## config.mk

```make
export PLATFORM = sky130hd
export DESIGN_NAME = multicycle_ctrl
export DESIGN_NICKNAME = d
export VERILOG_FILES = /design/src/rtl/multicycle_ctrl.sv
export SDC_FILE = /design/constraint.sdc
export NUM_CORES = 1
export LEC_CHECK = 0
export BUFFER_PORTS_ARGS = -buffer_cell sky130_fd_sc_hd__buf_2
export CAP_MARGIN = 20
export CORE_MARGIN = 3
export CORE_UTILIZATION = 36
export DETAILED_ROUTE_END_ITERATION = 8
export SYNTH_ARGS = -nofsm -noshare
export SYNTH_HDL_FRONTEND = slang
export SYNTH_SLANG_ARGS = --single-unit
export TNS_END_PERCENT = 30
```

## constraint.sdc

```tcl
create_clock -name clk -period 1.8 [get_ports clk]
set_input_delay 0.09 -clock clk [delete_from_list [all_inputs] [get_ports clk]]
set_output_delay 0.09 -clock clk [all_outputs]
set_load 0.01 [all_outputs]
```

## src/rtl/multicycle_ctrl.sv

```systemverilog
// Multicycle MIPS control FSM with memory-ready handshake, timeout abort and illegal-opcode pulse.
// Optional feature: define CTRL_BNE_EN to decode BNE (000101) into the branch state.
module multicycle_ctrl #(
    parameter int unsigned MEM_TIMEOUT = 15,
    parameter int unsigned CNT_W       = 4
) (
    input  logic       clk,
    input  logic       rst,
    input  logic [5:0] op,
    input  logic       mem_ready,
    output logic       PCWrite,
    output logic       PCWriteCond,
    output logic       PCWriteCondNe,
    output logic       IorD,
    output logic       MemRead,
    output logic       MemWrite,
    output logic       IRWrite,
    output logic       MemtoReg,
    output logic       RegWrite,
    output logic       RegDst,
    output logic       ALUSrcA,
    output logic [1:0] PCSource,
    output logic [1:0] ALUSrcB,
    output logic [1:0] ALUOp,
    output logic [3:0] state,
    output logic       mem_err,
    output logic       illegal
);

    localparam logic [5:0] OP_R    = 6'b000000;
    localparam logic [5:0] OP_LW   = 6'b100011;
    localparam logic [5:0] OP_SW   = 6'b101011;
    localparam logic [5:0] OP_BEQ  = 6'b000100;
    localparam logic [5:0] OP_J    = 6'b000010;
    localparam logic [5:0] OP_ADDI = 6'b001000;
`ifdef CTRL_BNE_EN
    localparam logic [5:0] OP_BNE  = 6'b000101;
`endif
    localparam logic [CNT_W-1:0] WAIT_LIMIT = CNT_W'(MEM_TIMEOUT);

    typedef enum logic [3:0] {
        FETCH   = 4'd0,
        DECODE  = 4'd1,
        MEMADR  = 4'd2,
        MEMRD   = 4'd3,
        WB_MEM  = 4'd4,
        MEMWR   = 4'd5,
        EXEC    = 4'd6,
        ALU_WB  = 4'd7,
        BRANCH  = 4'd8,
        JUMP    = 4'd9,
        ADDI_EX = 4'd10,
        ADDI_WB = 4'd11
    } stateT;

    stateT            curState;
    stateT            nextState;
    logic [CNT_W-1:0] waitCnt;
    logic             isWait;
    logic             timedOut;
    logic             isIllegal;

    // Next-state decision; a timeout in any wait state overrides and returns to FETCH.
    always_comb begin
        nextState = FETCH;
        isIllegal = 1'b0;
        isWait    = (curState == FETCH) || (curState == MEMRD) || (curState == MEMWR);
        timedOut  = (MEM_TIMEOUT != 0) && isWait && !mem_ready && (waitCnt == WAIT_LIMIT);
        case (curState)
            FETCH:   nextState = mem_ready ? DECODE : FETCH;
            DECODE: begin
                case (op)
                    OP_LW, OP_SW: nextState = MEMADR;
                    OP_R:         nextState = EXEC;
                    OP_BEQ:       nextState = BRANCH;
`ifdef CTRL_BNE_EN
                    OP_BNE:       nextState = BRANCH;
`endif
                    OP_J:         nextState = JUMP;
                    OP_ADDI:      nextState = ADDI_EX;
                    default: begin
                        nextState = FETCH;
                        isIllegal = 1'b1;
                    end
                endcase
            end
            MEMADR:  nextState = (op == OP_SW) ? MEMWR : MEMRD;
            MEMRD:   nextState = mem_ready ? WB_MEM : MEMRD;
            MEMWR:   nextState = mem_ready ? FETCH : MEMWR;
            EXEC:    nextState = ALU_WB;
            ADDI_EX: nextState = ADDI_WB;
            default: nextState = FETCH;
        endcase
        if (timedOut) begin
            nextState = FETCH;
        end
    end

    // State, wait counter and the two event pulses.
    always_ff @(posedge clk or posedge rst) begin
        if (rst) begin
            curState <= FETCH;
            waitCnt  <= '0;
            mem_err  <= 1'b0;
            illegal  <= 1'b0;
        end else begin
            curState <= nextState;
            mem_err  <= timedOut;
            illegal  <= isIllegal;
            if (timedOut || mem_ready || !isWait || (nextState != curState)) begin
                waitCnt <= '0;
            end else begin
                waitCnt <= waitCnt + CNT_W'(1);
            end
        end
    end

    // Moore output decode; reset forces every control low immediately.
    always_comb begin
        PCWrite       = 1'b0;
        PCWriteCond   = 1'b0;
        PCWriteCondNe = 1'b0;
        IorD          = 1'b0;
        MemRead       = 1'b0;
        MemWrite      = 1'b0;
        IRWrite       = 1'b0;
        MemtoReg      = 1'b0;
        RegWrite      = 1'b0;
        RegDst        = 1'b0;
        ALUSrcA       = 1'b0;
        PCSource      = 2'b00;
        ALUSrcB       = 2'b00;
        ALUOp         = 2'b00;
        state         = curState;
        if (!rst) begin
            case (curState)
                FETCH: begin
                    MemRead = 1'b1;
                    ALUSrcB = 2'b01;
                    IRWrite = mem_ready;
                    PCWrite = mem_ready;
                end
                DECODE:  ALUSrcB = 2'b11;
                MEMADR: begin
                    ALUSrcA = 1'b1;
                    ALUSrcB = 2'b10;
                end
                MEMRD: begin
                    MemRead = 1'b1;
                    IorD    = 1'b1;
                end
                WB_MEM: begin
                    MemtoReg = 1'b1;
                    RegWrite = 1'b1;
                end
                MEMWR: begin
                    MemWrite = 1'b1;
                    IorD     = 1'b1;
                end
                EXEC: begin
                    ALUSrcA = 1'b1;
                    ALUOp   = 2'b10;
                end
                ALU_WB: begin
                    RegDst   = 1'b1;
                    RegWrite = 1'b1;
                end
                BRANCH: begin
                    ALUSrcA     = 1'b1;
                    ALUOp       = 2'b01;
                    PCSource    = 2'b01;
                    PCWriteCond = (op == OP_BEQ);
`ifdef CTRL_BNE_EN
                    PCWriteCondNe = (op == OP_BNE);
`endif
                end
                JUMP: begin
                    PCWrite  = 1'b1;
                    PCSource = 2'b10;
                end
                ADDI_EX: begin
                    ALUSrcA = 1'b1;
                    ALUSrcB = 2'b10;
                end
                ADDI_WB: RegWrite = 1'b1;
                default: ;
            endcase
        end else begin
            state = 4'd0;
        end
    end

endmodule

```

==> results of run 1 <==
[worst register-to-register path: stages (launching register included)]
cell	delay [ps]
sky130_fd_sc_hd__dfrtp_1	380
sky130_fd_sc_hd__buf_4	200
sky130_fd_sc_hd__nand2b_2	240
sky130_fd_sc_hd__nor4b_1	270
sky130_fd_sc_hd__o211ai_1	130
sky130_fd_sc_hd__a21oi_1	180
[where the power goes]
part	internal, mW	switching [mW]	leakage [nW]
clock network	0.122	0.0672	0.0210
logic	0.306	0.387	0.425
registers	0.277	0.0471	0.135
[state kept, by name, summed over array words and instances, names as in the netlist]
register  count
curState      4
illegal       1
waitCnt       4
mem_err       1
[logic make-up (layout without fill, tap and decap cells)]
group	after synthesis	count (layout)	share of synthesized area, %
mux	1	1	1.08
xor+xnor	6	6	5.65
simple gates	60	60	38.6
other cells	1	1	0.403
flops	10	10	26.9
fa+ha+maj	1	1	1.34
compound gates	23	23	19.0
buf+inv	13	45	7.12
[cells in the mapped netlist]
cell / n / area, um^2
sky130_fd_sc_hd__nor4b_1: 2 / 17.5
sky130_fd_sc_hd__buf_2: 5 / 25.0
sky130_fd_sc_hd__mux2i_1: 1 / 10.0
sky130_fd_sc_hd__xor2_1: 5 / 43.8
sky130_fd_sc_hd__a2bb2oi_1: 1 / 8.76
sky130_fd_sc_hd__a311oi_1: 1 / 8.76
sky130_fd_sc_hd__or3_4: 1 / 11.3
sky130_fd_sc_hd__o22ai_2: 1 / 12.5
sky130_fd_sc_hd__buf_6: 1 / 11.3
sky130_fd_sc_hd__xnor2_1: 1 / 8.76
sky130_fd_sc_hd__a21oi_1: 8 / 40.0
sky130_fd_sc_hd__inv_1: 3 / 11.3
sky130_fd_sc_hd__clkbuf_1: 3 / 11.3
sky130_fd_sc_hd__conb_1: 1 / 3.75
sky130_fd_sc_hd__nor3b_1: 1 / 7.51
sky130_fd_sc_hd__a21boi_0: 1 / 7.51
sky130_fd_sc_hd__o21bai_1: 1 / 7.51
sky130_fd_sc_hd__nand3_1: 4 / 20.0
sky130_fd_sc_hd__dfrtp_1: 10 / 250
sky130_fd_sc_hd__nor2_2: 1 / 6.26
sky130_fd_sc_hd__o211ai_1: 2 / 15.0
sky130_fd_sc_hd__o21ai_0: 2 / 10.0
sky130_fd_sc_hd__ha_1: 1 / 12.5
sky130_fd_sc_hd__nor2_1: 16 / 60.1
sky130_fd_sc_hd__nand2b_4: 1 / 13.8
sky130_fd_sc_hd__nand2b_1: 7 / 43.8
sky130_fd_sc_hd__or2_2: 1 / 6.26
sky130_fd_sc_hd__nor3_1: 6 / 30.0
sky130_fd_sc_hd__buf_4: 1 / 7.51
sky130_fd_sc_hd__nor4_4: 1 / 21.3
sky130_fd_sc_hd__nand2_1: 4 / 15.0
sky130_fd_sc_hd__or4b_4: 1 / 13.8
sky130_fd_sc_hd__a211oi_1: 1 / 7.51
sky130_fd_sc_hd__a2111oi_0: 1 / 8.76
sky130_fd_sc_hd__nor2b_1: 4 / 25.0
sky130_fd_sc_hd__nor4_1: 1 / 6.26
sky130_fd_sc_hd__a31oi_1: 2 / 12.5
sky130_fd_sc_hd__nand3b_1: 3 / 22.5
sky130_fd_sc_hd__and3_1: 5 / 31.3
sky130_fd_sc_hd__a2111oi_4: 1 / 27.5
sky130_fd_sc_hd__or4_1: 1 / 7.51
sky130_fd_sc_hd__a21bo_2: 1 / 10.0
[metal layers]
metal	vias to the layer above	track usage, %	wire [um]
li1	475	-	-
met1	443	19.5	1080
met2	15	25.9	1090
met3	0	1.38	61
met4	0	3.97	0
met5	-	0	0
[cell type report]
type | count | share of cell area [%]
clock buffers | 4 | 3.10
well taps | 28 | 3.00
multi-input cells | 92 | 53.3
inverters | 3 | 0.964
flip-flops and latches | 10 | 21.4
repair buffers | 38 | 18.2
[per-stage QoR]
stage	cell area (um^2)	hold WS (ps)
2_1_floorplan	931	143
3_3_place_gp	1110	190
3_5_place_dp	1110	200
4_1_cts	1160	214
5_1_grt	1170	257
6_report	1170	218
[worst max path at each step]
stage,startpoint,endpoint
after CTS,curState[1],PCWrite
after detailed placement,curState[3],curState[2]
after global placement,curState[0],waitCnt[0]
after global routing,curState[3],PCWrite
after floorplan,curState[1],curState[2]
final,curState[3],PCWrite
[layout by cell type (no fill, tap or decap), types with 5 or more instances in the layout]
cell,instances
sky130_fd_sc_hd__dfrtp_1,10
sky130_fd_sc_hd__a21oi_1,8
sky130_fd_sc_hd__and3_1,5
sky130_fd_sc_hd__xor2_1,5
sky130_fd_sc_hd__nor3_1,5
sky130_fd_sc_hd__buf_4,7
sky130_fd_sc_hd__nor2_1,16
sky130_fd_sc_hd__buf_2,30
sky130_fd_sc_hd__nand2b_1,6
[what timing repair did]
action,4_1_cts,5_1_grt
resized for setup,0,3
hold endpoints to repair,10,0
setup endpoints to repair,0,3
hold buffers,1,0
==> metrics.log, run 1 <==
[metrics] Storage cell area: 250 um^2
[metrics] startpoint of the tightest hold check path: op[3]
[metrics] endpoint type of the worst setup path: primary output
[metrics] area of the core region: 0.00234 mm^2
[metrics] via count of the first global-routing pass: 945
[metrics] clk root buf: sky130_fd_sc_hd__clkbuf_4
[metrics] Max clock buf depth: 2
[metrics] worst-path fanout max: 17
[metrics] cell total after placement: 170
[metrics] global placement routability congestion: 0.760
[metrics] critical path required time: 1710 ps
[metrics] detailed-placement wirelength estimate: 1760 um
[metrics] worst reg-to-reg path cell count: 5
[metrics] minimum setup slack in the final design: 133 ps
[metrics] via count: 933
[metrics] iteration count of the initial detailed-routing pass: 4
[metrics] diode insertion count for antenna repair: 0
[metrics] syn nets: 125
[metrics] internal reg-to-reg setup slack: 300 ps
[metrics] setup repair after global routing missed its margin: no
[metrics] pre-CTS setup slack: 300 ps
[metrics] CTS sink cnt: 10
[metrics] total of max-cap violations: 0
[metrics] antenna-violating nets left: 0
[metrics] CTS buffer count: 3
[metrics] initial antenna violation count: 0
[metrics] chip width: 56.9 um
[metrics] pin count of the biggest net entering global routing: 18
[metrics] number of cells on the worst hold path: 3
[metrics] Pleak: 0.581 nW
[metrics] fraction of layout instances using a drive strength above 1: 35.4%
[metrics] Final Skew: 2.61 ps
[metrics] IO Pins: 32
[metrics] end point of the most critical hold path: illegal
[metrics] total power of the final layout: 1.21 mW
[metrics] Critical Path Slowest Stage Cell: sky130_fd_sc_hd__dfrtp_1
[metrics] result of the run: complete, no violations
[metrics] highest attainable clock frequency: 600 MHz
[metrics] number of DRC markers after the initial detailed-route iteration: 13
[metrics] number of warnings reported in the yosys synthesis log: 0
[metrics] count of buffering cells on the critical path with inverters included: 2
[metrics] Routed WL: 2230 um
[metrics] number of register bits inferred by synthesis: 10
[metrics] post-synthesis sequential area ratio: 26.9%
[metrics] site row count: 17
[metrics] classification of the worst-slack hold path: in2reg
[metrics] number of post-CTS setup repair buffers: 0
[metrics] area of the mapped netlist: 931 um^2
[metrics] Layout Utilization: 49.9%
[metrics] final critical delay including setup and external delays: 1670 ps
[metrics] chip height: 56.9 um
[metrics] fill cell instance count of the final layout: 243
[metrics] startpoint of the lowest-slack register-to-register path: curState[1]
[metrics] peak ir drop on the vdd network: 436 uV
[metrics] count of input and output buffers: 30
[metrics] ordered cell list for the critical path: buf_4 -> nor3_1 -> and3_1 -> or2_2 -> buf_2
[metrics] Critical R2R Capture: curState[3]
[metrics] first-pass GRT wire length: 4000 um
[metrics] number of failing hold endpoints at the final stage: 0
[metrics] number of slew-limit violations in the final report: 0
[metrics] clock latency on the worst-skew pair: 250 ps
[metrics] routed wire length per instance: 12.7 um
[metrics] total of endpoints with negative setup slack in the final report: 0
[metrics] clock slew seen by the registers of the worst setup and hold paths: 60 ps
[metrics] clock tree from TritonCTS: done
[metrics] multi-input logic area: 623 um^2
[metrics] Worst path top cell family by delay: simple AND/OR/NAND/NOR gates
[metrics] WP data arrival: 1580 ps
[metrics] Tot GR Track Use: 14.9%
[metrics] total die area: 0.00323 mm^2
[metrics] critical path startpoint category: register
[metrics] Setup TNS: 0 ps
[metrics] starting utilization of the core area: 39.8%
[metrics] routed via count divided by cell count: 5.33
[metrics] number of remaining DRC errors: 0
[metrics] PD cells: 1030 mW/mm^2
[metrics] number of standard cells in the layout, taps in and fillers out: 175
[metrics] Worst Path Class, Setup: reg2out
[metrics] Crit path depth: 5
[metrics] largest incremental delay on the critical path: 400 ps
[metrics] synth unique cells: 42
[metrics] post-synthesis average cell area: 8.09 um^2
[metrics] gr ovfl total: 0
[metrics] Net count, final: 158
[metrics] Synth-to-Final Area Change: 25.5%
[metrics] synthesized netlist cell count: 115
[metrics] H-tree Lvls: 1
[metrics] part of the cycle the worst path needs: 92.6%
(Power assumes the default switching activity.)
==> run 2: changes to the inputs <==
--- a/config.mk
+++ b/config.mk
@@ -7,9 +7,12 @@
 export LEC_CHECK = 0
 export BUFFER_PORTS_ARGS = -buffer_cell sky130_fd_sc_hd__buf_2
 export CAP_MARGIN = 20
+export CELL_PAD_IN_SITES_DETAIL_PLACEMENT = 1
+export CELL_PAD_IN_SITES_GLOBAL_PLACEMENT = 1
 export CORE_MARGIN = 3
-export CORE_UTILIZATION = 36
+export CORE_UTILIZATION = 35
 export DETAILED_ROUTE_END_ITERATION = 8
+export PLACE_DENSITY_LB_ADDON = 0.1
 export SYNTH_ARGS = -nofsm -noshare
 export SYNTH_HDL_FRONTEND = slang
 export SYNTH_SLANG_ARGS = --single-unit
==> metrics.log, run 2 (synthesis gave the netlist of run 1 again) <==
[metrics] result of the run: complete, no violations
[metrics] end point of the most critical hold path: curState[0]
[metrics] count of buffering cells on the critical path with inverters included: 2 (unchanged)
[metrics] IO Pins: 32 (unchanged)
[metrics] chip width: 57.6 um (+1.3%)
[metrics] number of failing hold endpoints at the final stage: 0 (unchanged)
[metrics] CTS sink cnt: 10 (unchanged)
[metrics] most frequent cells in the layout: 30 x sky130_fd_sc_hd__buf_2, 15 x sky130_fd_sc_hd__nor2_1, 8 x sky130_fd_sc_hd__a21oi_1, 7 x sky130_fd_sc_hd__dfrtp_1
[metrics] Area after DPL: 0.00112 mm^2 (+0.22%)
[metrics] classification of the worst-slack hold path: in2reg
[metrics] Net count, final: 158 (unchanged)
[metrics] Layout Utilization: 47.2% (-2.7 points)
[metrics] Critical Path Slowest Stage Cell: sky130_fd_sc_hd__dfrtp_2
[metrics] total die area: 0.00331 mm^2 (+2.5%)
[metrics] final critical delay including setup and external delays: 1690 ps (+22.1 ps)
[metrics] clock tree from TritonCTS: done
[metrics] largest incremental delay on the critical path: 430 ps (+30 ps)
[metrics] Worst Path Class, Setup: reg2out
[metrics] total power of the final layout: 1.23 mW (+2.0%)
[metrics] critical path required time: 1710 ps (about the same)
[metrics] share of power burned in registers: 26.5% (-0.4 points)
[metrics] total of endpoints with negative setup slack in the final report: 0 (unchanged)
[metrics] most frequent standard cell in the layout excluding fill and tap cells: sky130_fd_sc_hd__buf_2
[metrics] routed wire length per instance: 14.7 um (+15%)
[metrics] Design Area, Final: 0.00118 mm^2 (+1.1%)
[metrics] part of the cycle the worst path needs: 93.8% (+1.2 points)
[metrics] Synth-to-Final Area Change: 26.9%
[metrics] initial antenna violation count: 0 (unchanged)
[metrics] fraction of layout instances using a drive strength above 1: 38.1% (+2.7 points)
[metrics] total of max-cap violations: 0 (unchanged)
[metrics] Critical R2R Capture: curState[2]
[metrics] Comb power frac: 57.0% (-0.4 points)
[metrics] multi-input logic area: 626 um^2 (+0.40%)
[metrics] worst-path fanout max: 11 (-6)
[metrics] number of DRC markers after the initial detailed-route iteration: 15 (+2)
[metrics] net load switching power: 527 uW (+5.1%)
[metrics] highest attainable clock frequency: 592 MHz (-1.3%)
[metrics] cell total after placement: 172 (+1.2%)
[metrics] via count: 956 (+2.5%)
[metrics] Storage cell area: 254 um^2 (+1.5%)
[metrics] startpoint of the tightest hold check path: op[1]
[metrics] area of the core region: 0.00250 mm^2 (+6.8%)
[metrics] Pleak: 0.576 nW (-0.81%)
[metrics] Worst path top cell family by delay: simple AND/OR/NAND/NOR gates
[metrics] Final Skew: 3.89 ps (+1.28 ps)
[metrics] antenna-violating nets left: 0 (unchanged)
[metrics] number of remaining DRC errors: 0 (unchanged)
[metrics] WP data arrival: 1600 ps (+20 ps)
[metrics] clock slew seen by the registers of the worst setup and hold paths: 70 ps (about the same)
[metrics] clk root buf: sky130_fd_sc_hd__clkbuf_4
[metrics] switching part of the total power: 42.8% (+1.3 points)
[metrics] via count of the first global-routing pass: 924 (-2.2%)
[metrics] number of standard cells in the layout, taps in and fillers out: 177 (+1.1%)
[metrics] first-pass GRT wire length: 4340 um (+8.6%)
[metrics] clock latency on the worst-skew pair: 270 ps (+20 ps)
[metrics] endpoint type of the worst setup path: primary output
[metrics] diode insertion count for antenna repair: 0 (unchanged)
[metrics] starting utilization of the core area: 37.2% (-2.5 points)
[metrics] Setup TNS: 0 ps (unchanged)
[metrics] biggest registers after layout: curState (4), waitCnt (4)
[metrics] internal reg-to-reg setup slack: 140 ps (-160 ps)
[metrics] worst reg-to-reg path cell count: 4 (-1)
[metrics] number of slew-limit violations in the final report: 0 (unchanged)
[metrics] CTS buffer count: 3 (unchanged)
[metrics] pin count of the biggest net entering global routing: 18 (unchanged)
[metrics] Tot GR Track Use: 16.0% (+1.1 points)
[metrics] Cell Int Power: 703 uW (-0.27%)
[metrics] Routed WL: 2600 um (+16%)
[metrics] detailed-placement wirelength estimate: 2010 um (+14%)
[metrics] gr ovfl total: 0 (unchanged)
[metrics] setup repair after global routing missed its margin: no
[metrics] fill cell instance count of the final layout: 328 (+35%)
[metrics] routed via count divided by cell count: 5.40 (+1.3%)
[metrics] part of the power in the clock network: 16.5% (+0.8 points)
[metrics] chip height: 57.6 um (+1.3%)
[metrics] Max clock buf depth: 2 (unchanged)
[metrics] number of cells on the worst hold path: 3 (unchanged)
[metrics] site row count: 18 (+1)
[metrics] iteration count of the initial detailed-routing pass: 4 (unchanged)
[metrics] ordered cell list for the critical path: buf_4 -> nand2b_2 -> nor2_1 -> or2_2 -> buf_2
[metrics] global placement routability congestion: 0.799 (+5.1%)
[metrics] count of input and output buffers: 30 (unchanged)
[metrics] peak ir drop on the vdd network: 624 uV (+43%)
[metrics] critical path startpoint category: register
[metrics] startpoint of the lowest-slack register-to-register path: curState[1]
[metrics] H-tree Lvls: 1 (unchanged)
[metrics] PD cells: 1040 mW/mm^2 (+0.90%)
[run 2: cell type report]
class                   count  area share, %
multi-input cells          92           53.0
flip-flops and latches     10           21.5
repair buffers             38           18.3
well taps                  30           3.18
clock buffers               4           3.07
inverters                   3          0.953
[run 2: repair_timing]
item | CTS | global route
endpoints found under the setup margin | 1 | 3
cloned | 0 | 0
gates resized for setup | 1 | 7
setup buffers | 0 | 0
hold buffers | 1 | 0
hold endpoints to repair | 10 | 0
[run 2: worst reg2reg max path: cells and delay by family (launching register included)]
kind             cells  cell delay, ps
flip-flops           1             460
AND/OR/NAND/NOR      3             900
AO/OA/AOI/OAI        1             210
[run 2: per-layer routing]
layer	vias up	share of wire (%)	wire (um)	global-route usage, %
met5	-	0	0	0
met4	0	0	0	0.993
met3	0	4.2	108	3.17
met2	23	49	1260	26.5
met1	465	47	1220	22.4
li1	468	-	-	-
[run 2: worst max-delay path by stage]
stage | endpoint | from | depth (start not counted) | slack [ps]
floorplan | curState[2] | curState[1] | 5 | 290
global placement | curState[2] | curState[1] | 4 | 260
detailed placement | curState[0] | curState[1] | 4 | 200
CTS | PCWrite | curState[1] | 5 | 50
global route | PCWrite | curState[1] | 5 | 20
finish | PCWrite | curState[1] | 5 | 110
[run 2: metrics by stage]
stage / hold WS [ps] / worst slack (ps)
after detailed placement: 226 / 199
after CTS: 217 / 52.3
after global placement: 207 / 260
after global routing: 257 / 17.2
final: 229 / 111
after floorplan: 143 / 291
[run 2: power groups by stage]
stage                     Clock, mW  Sequential, mW  Combinational [mW]
after floorplan                   0           0.318               0.492
after global placement            0           0.321               0.672
after detailed placement          0           0.325               0.687
after CTS                     0.208           0.323               0.692
after global routing          0.219           0.338               0.785
final                         0.202           0.326               0.702
==> run 3: changes to the inputs <==
--- a/config.mk
+++ b/config.mk
@@ -8,9 +8,9 @@
 export BUFFER_PORTS_ARGS = -buffer_cell sky130_fd_sc_hd__buf_2
 export CAP_MARGIN = 20
 export CELL_PAD_IN_SITES_DETAIL_PLACEMENT = 1
-export CELL_PAD_IN_SITES_GLOBAL_PLACEMENT = 1
+export CELL_PAD_IN_SITES_GLOBAL_PLACEMENT = 2
 export CORE_MARGIN = 3
-export CORE_UTILIZATION = 35
+export CORE_UTILIZATION = 27
 export DETAILED_ROUTE_END_ITERATION = 8
 export PLACE_DENSITY_LB_ADDON = 0.1
 export SYNTH_ARGS = -nofsm -noshare
==> metrics.log, run 3 (synthesis gave the netlist of run 1 again) <==
[metrics] result of the run: complete, no violations
[metrics] Comb power frac: 55.7% (-1.3 points)
[metrics] first-pass GRT wire length: 4550 um (+4.9%)
[metrics] count of input and output buffers: 30 (unchanged)
[metrics] via count of the first global-routing pass: 970 (+5.0%)
[metrics] Max clock buf depth: 2 (unchanged)
[metrics] critical path required time: 1710 ps (about the same)
[metrics] classification of the worst-slack hold path: in2reg
[metrics] IO Pins: 32 (unchanged)
[metrics] switching part of the total power: 42.7% (-0.13 points)
[metrics] most frequent cells in the layout: 30 x sky130_fd_sc_hd__buf_2, 16 x sky130_fd_sc_hd__nor2_1, 9 x sky130_fd_sc_hd__buf_4, 8 x sky130_fd_sc_hd__a21oi_1, 7 x sky130_fd_sc_hd__dfrtp_1
[metrics] clk root buf: sky130_fd_sc_hd__clkbuf_4
[metrics] gr ovfl total: 0 (unchanged)
[metrics] iteration count of the initial detailed-routing pass: 4 (unchanged)
[metrics] global placement routability congestion: 0.722 (-9.6%)
[metrics] detailed-placement wirelength estimate: 2130 um (+6.2%)
[metrics] H-tree Lvls: 1 (unchanged)
[metrics] critical path startpoint category: register
[metrics] PD cells: 1040 mW/mm^2 (-0.51%)
[metrics] CTS sink cnt: 10 (unchanged)
[metrics] setup repair after global routing missed its margin: yes
[metrics] part of the cycle the worst path needs: 93.8% (about the same)
[metrics] CTS buffer count: 3 (unchanged)
[metrics] net load switching power: 534 uW (+1.3%)
[metrics] most frequent standard cell in the layout excluding fill and tap cells: sky130_fd_sc_hd__buf_2
[metrics] routed wire length per instance: 13.9 um (-5.4%)
[metrics] peak ir drop on the vdd network: 274 uV (-56%)
[metrics] number of post-CTS setup repair buffers: 0 (unchanged)
[metrics] clock slew seen by the registers of the worst setup and hold paths: 60 ps (about the same)
[metrics] number of failing hold endpoints at the final stage: 0 (unchanged)
[metrics] area of the core region: 0.00318 mm^2 (+27%)
[metrics] fill cell instance count of the final layout: 414 (+26%)
[metrics] final critical delay including setup and external delays: 1690 ps (+0.168 ps)
[metrics] share of power burned in registers: 28.1% (+1.6 points)
[metrics] worst-path fanout max: 9 (-2)
[metrics] Synth-to-Final Area Change: 29.6%
[metrics] initial antenna violation count: 0 (unchanged)
[metrics] fraction of layout instances using a drive strength above 1: 38.3% (+0.16 points)
[metrics] total of endpoints with negative setup slack in the final report: 0 (unchanged)
[metrics] number of DRC markers after the initial detailed-route iteration: 55 (+40)
[metrics] highest attainable clock frequency: 592 MHz (about the same)
[metrics] starting utilization of the core area: 29.3% (-7.9 points)
[metrics] Layout Utilization: 38.0% (-9.3 points)
[metrics] chip width: 64.7 um (+12%)
[metrics] total of max-cap violations: 0 (unchanged)
[metrics] pin count of the biggest net entering global routing: 13 (-5)
[metrics] diode insertion count for antenna repair: 0 (unchanged)
[metrics] clock tree from TritonCTS: done
[metrics] Net count, final: 160 (+1.3%)
[metrics] routed via count divided by cell count: 4.94 (-8.6%)
[metrics] number of remaining DRC errors: 0 (unchanged)
[metrics] biggest registers after layout: curState (4), waitCnt (4)
[metrics] site row count: 20 (+2)
[metrics] WP data arrival: 1600 ps (about the same)
[metrics] total die area: 0.00419 mm^2 (+26%)
[metrics] chip height: 64.7 um (+12%)
[metrics] antenna-violating nets left: 0 (unchanged)
[metrics] Worst Path Class, Setup: reg2out
[metrics] Design Area, Final: 0.00121 mm^2 (+2.1%)
[metrics] Setup TNS: 0 ps (unchanged)
[metrics] total power of the final layout: 1.25 mW (+1.6%)
[metrics] Area after DPL: 0.00115 mm^2 (+2.9%)
[metrics] Routed WL: 2680 um (+3.1%)
[metrics] Final Skew: 3.55 ps (-0.338 ps)
[metrics] via count: 953 (-0.31%)
[metrics] part of the power in the clock network: 16.2% (-0.3 points)
[metrics] Tot GR Track Use: 13.7% (-2.2 points)
[metrics] clock latency on the worst-skew pair: 270 ps (about the same)
[metrics] Cell Int Power: 716 uW (+1.8%)
[metrics] endpoint type of the worst setup path: primary output
[metrics] number of slew-limit violations in the final report: 0 (unchanged)
[metrics] Pleak: 0.587 nW (+1.8%)
-- run 3: cell types whose count changed in the layout (fill, tap and decap cells not counted) --
| cell | change |
|---|---|
| sky130_fd_sc_hd__nor2_2 | -1 |
| sky130_fd_sc_hd__buf_4 | +3 |
| sky130_fd_sc_hd__a2111oi_0 | +1 |
| sky130_fd_sc_hd__a2111oi_1 | -1 |
| sky130_fd_sc_hd__nor2_1 | +1 |
| sky130_fd_sc_hd__buf_6 | -1 |
-- run 3: cell type report --
type,count,area [um^2],share of cell area [%]
multi-input combinational,92,622,51.6
sequential,10,254,21.1
timing repair buffer,40,228,18.9
tap,44,55.1,4.56
clock buffer,4,36.3,3.01
inverter,3,11.3,0.934
-- run 3: power groups by stage --
stage | Clock, mW | Sequential [mW] | Combinational, mW
3_5_place_dp | 0 | 0.349 | 0.697
5_1_grt | 0.223 | 0.364 | 0.769
6_report | 0.203 | 0.351 | 0.696
3_3_place_gp | 0 | 0.343 | 0.681
2_1_floorplan | 0 | 0.318 | 0.492
4_1_cts | 0.210 | 0.346 | 0.700
-- run 3: routing by layer --
| layer | GRT usage [%] | routed length, um |
|---|---|---|
| met4 | 2.37 | 15 |
| met1 | 17.6 | 1210 |
| met2 | 23.5 | 1320 |
| met5 | 0 | 0 |
| met3 | 3.29 | 127 |
-- run 3: stage by stage --
stage	cells	hold WS [ps]	worst slack (ps)
after floorplan	115	143	291
after global placement	188	215	242
after detailed placement	188	226	191
after CTS	193	207	18.0
after global routing	193	216	-45.9
final	193	207	111
-- run 3: worst max-delay path: stages (launching register included) --
cell and delay [ps]:
sky130_fd_sc_hd__dfrtp_2 480, sky130_fd_sc_hd__buf_4 190, sky130_fd_sc_hd__nor2_1 130, sky130_fd_sc_hd__nand2_1 110, sky130_fd_sc_hd__nor3_2 140, sky130_fd_sc_hd__and3_1 170
sky130_fd_sc_hd__buf_2 120
-- run 3: timing repair --
action	CTS	global route
resized for setup	1	4
hold buffers	1	0
hold endpoints to repair	10	0
endpoints found under the setup margin	1	3
-- run 3: path summary, 6_finish.rpt --
kind / endpoint / slack, ps / from / cells past startpoint
hold / removal: curState[0] / 210 / op[1] / 3
hold reg to reg: waitCnt[0] / 460 / waitCnt[0] / 1
setup reg to reg: curState[1] / 200 / curState[1] / 4
setup / recovery: PCWriteCond / 110 / curState[2] / 6
max in group asynchronous: curState[2] / 1150 / rst / 4
min in group asynchronous: waitCnt[2] / 490 / rst / 4
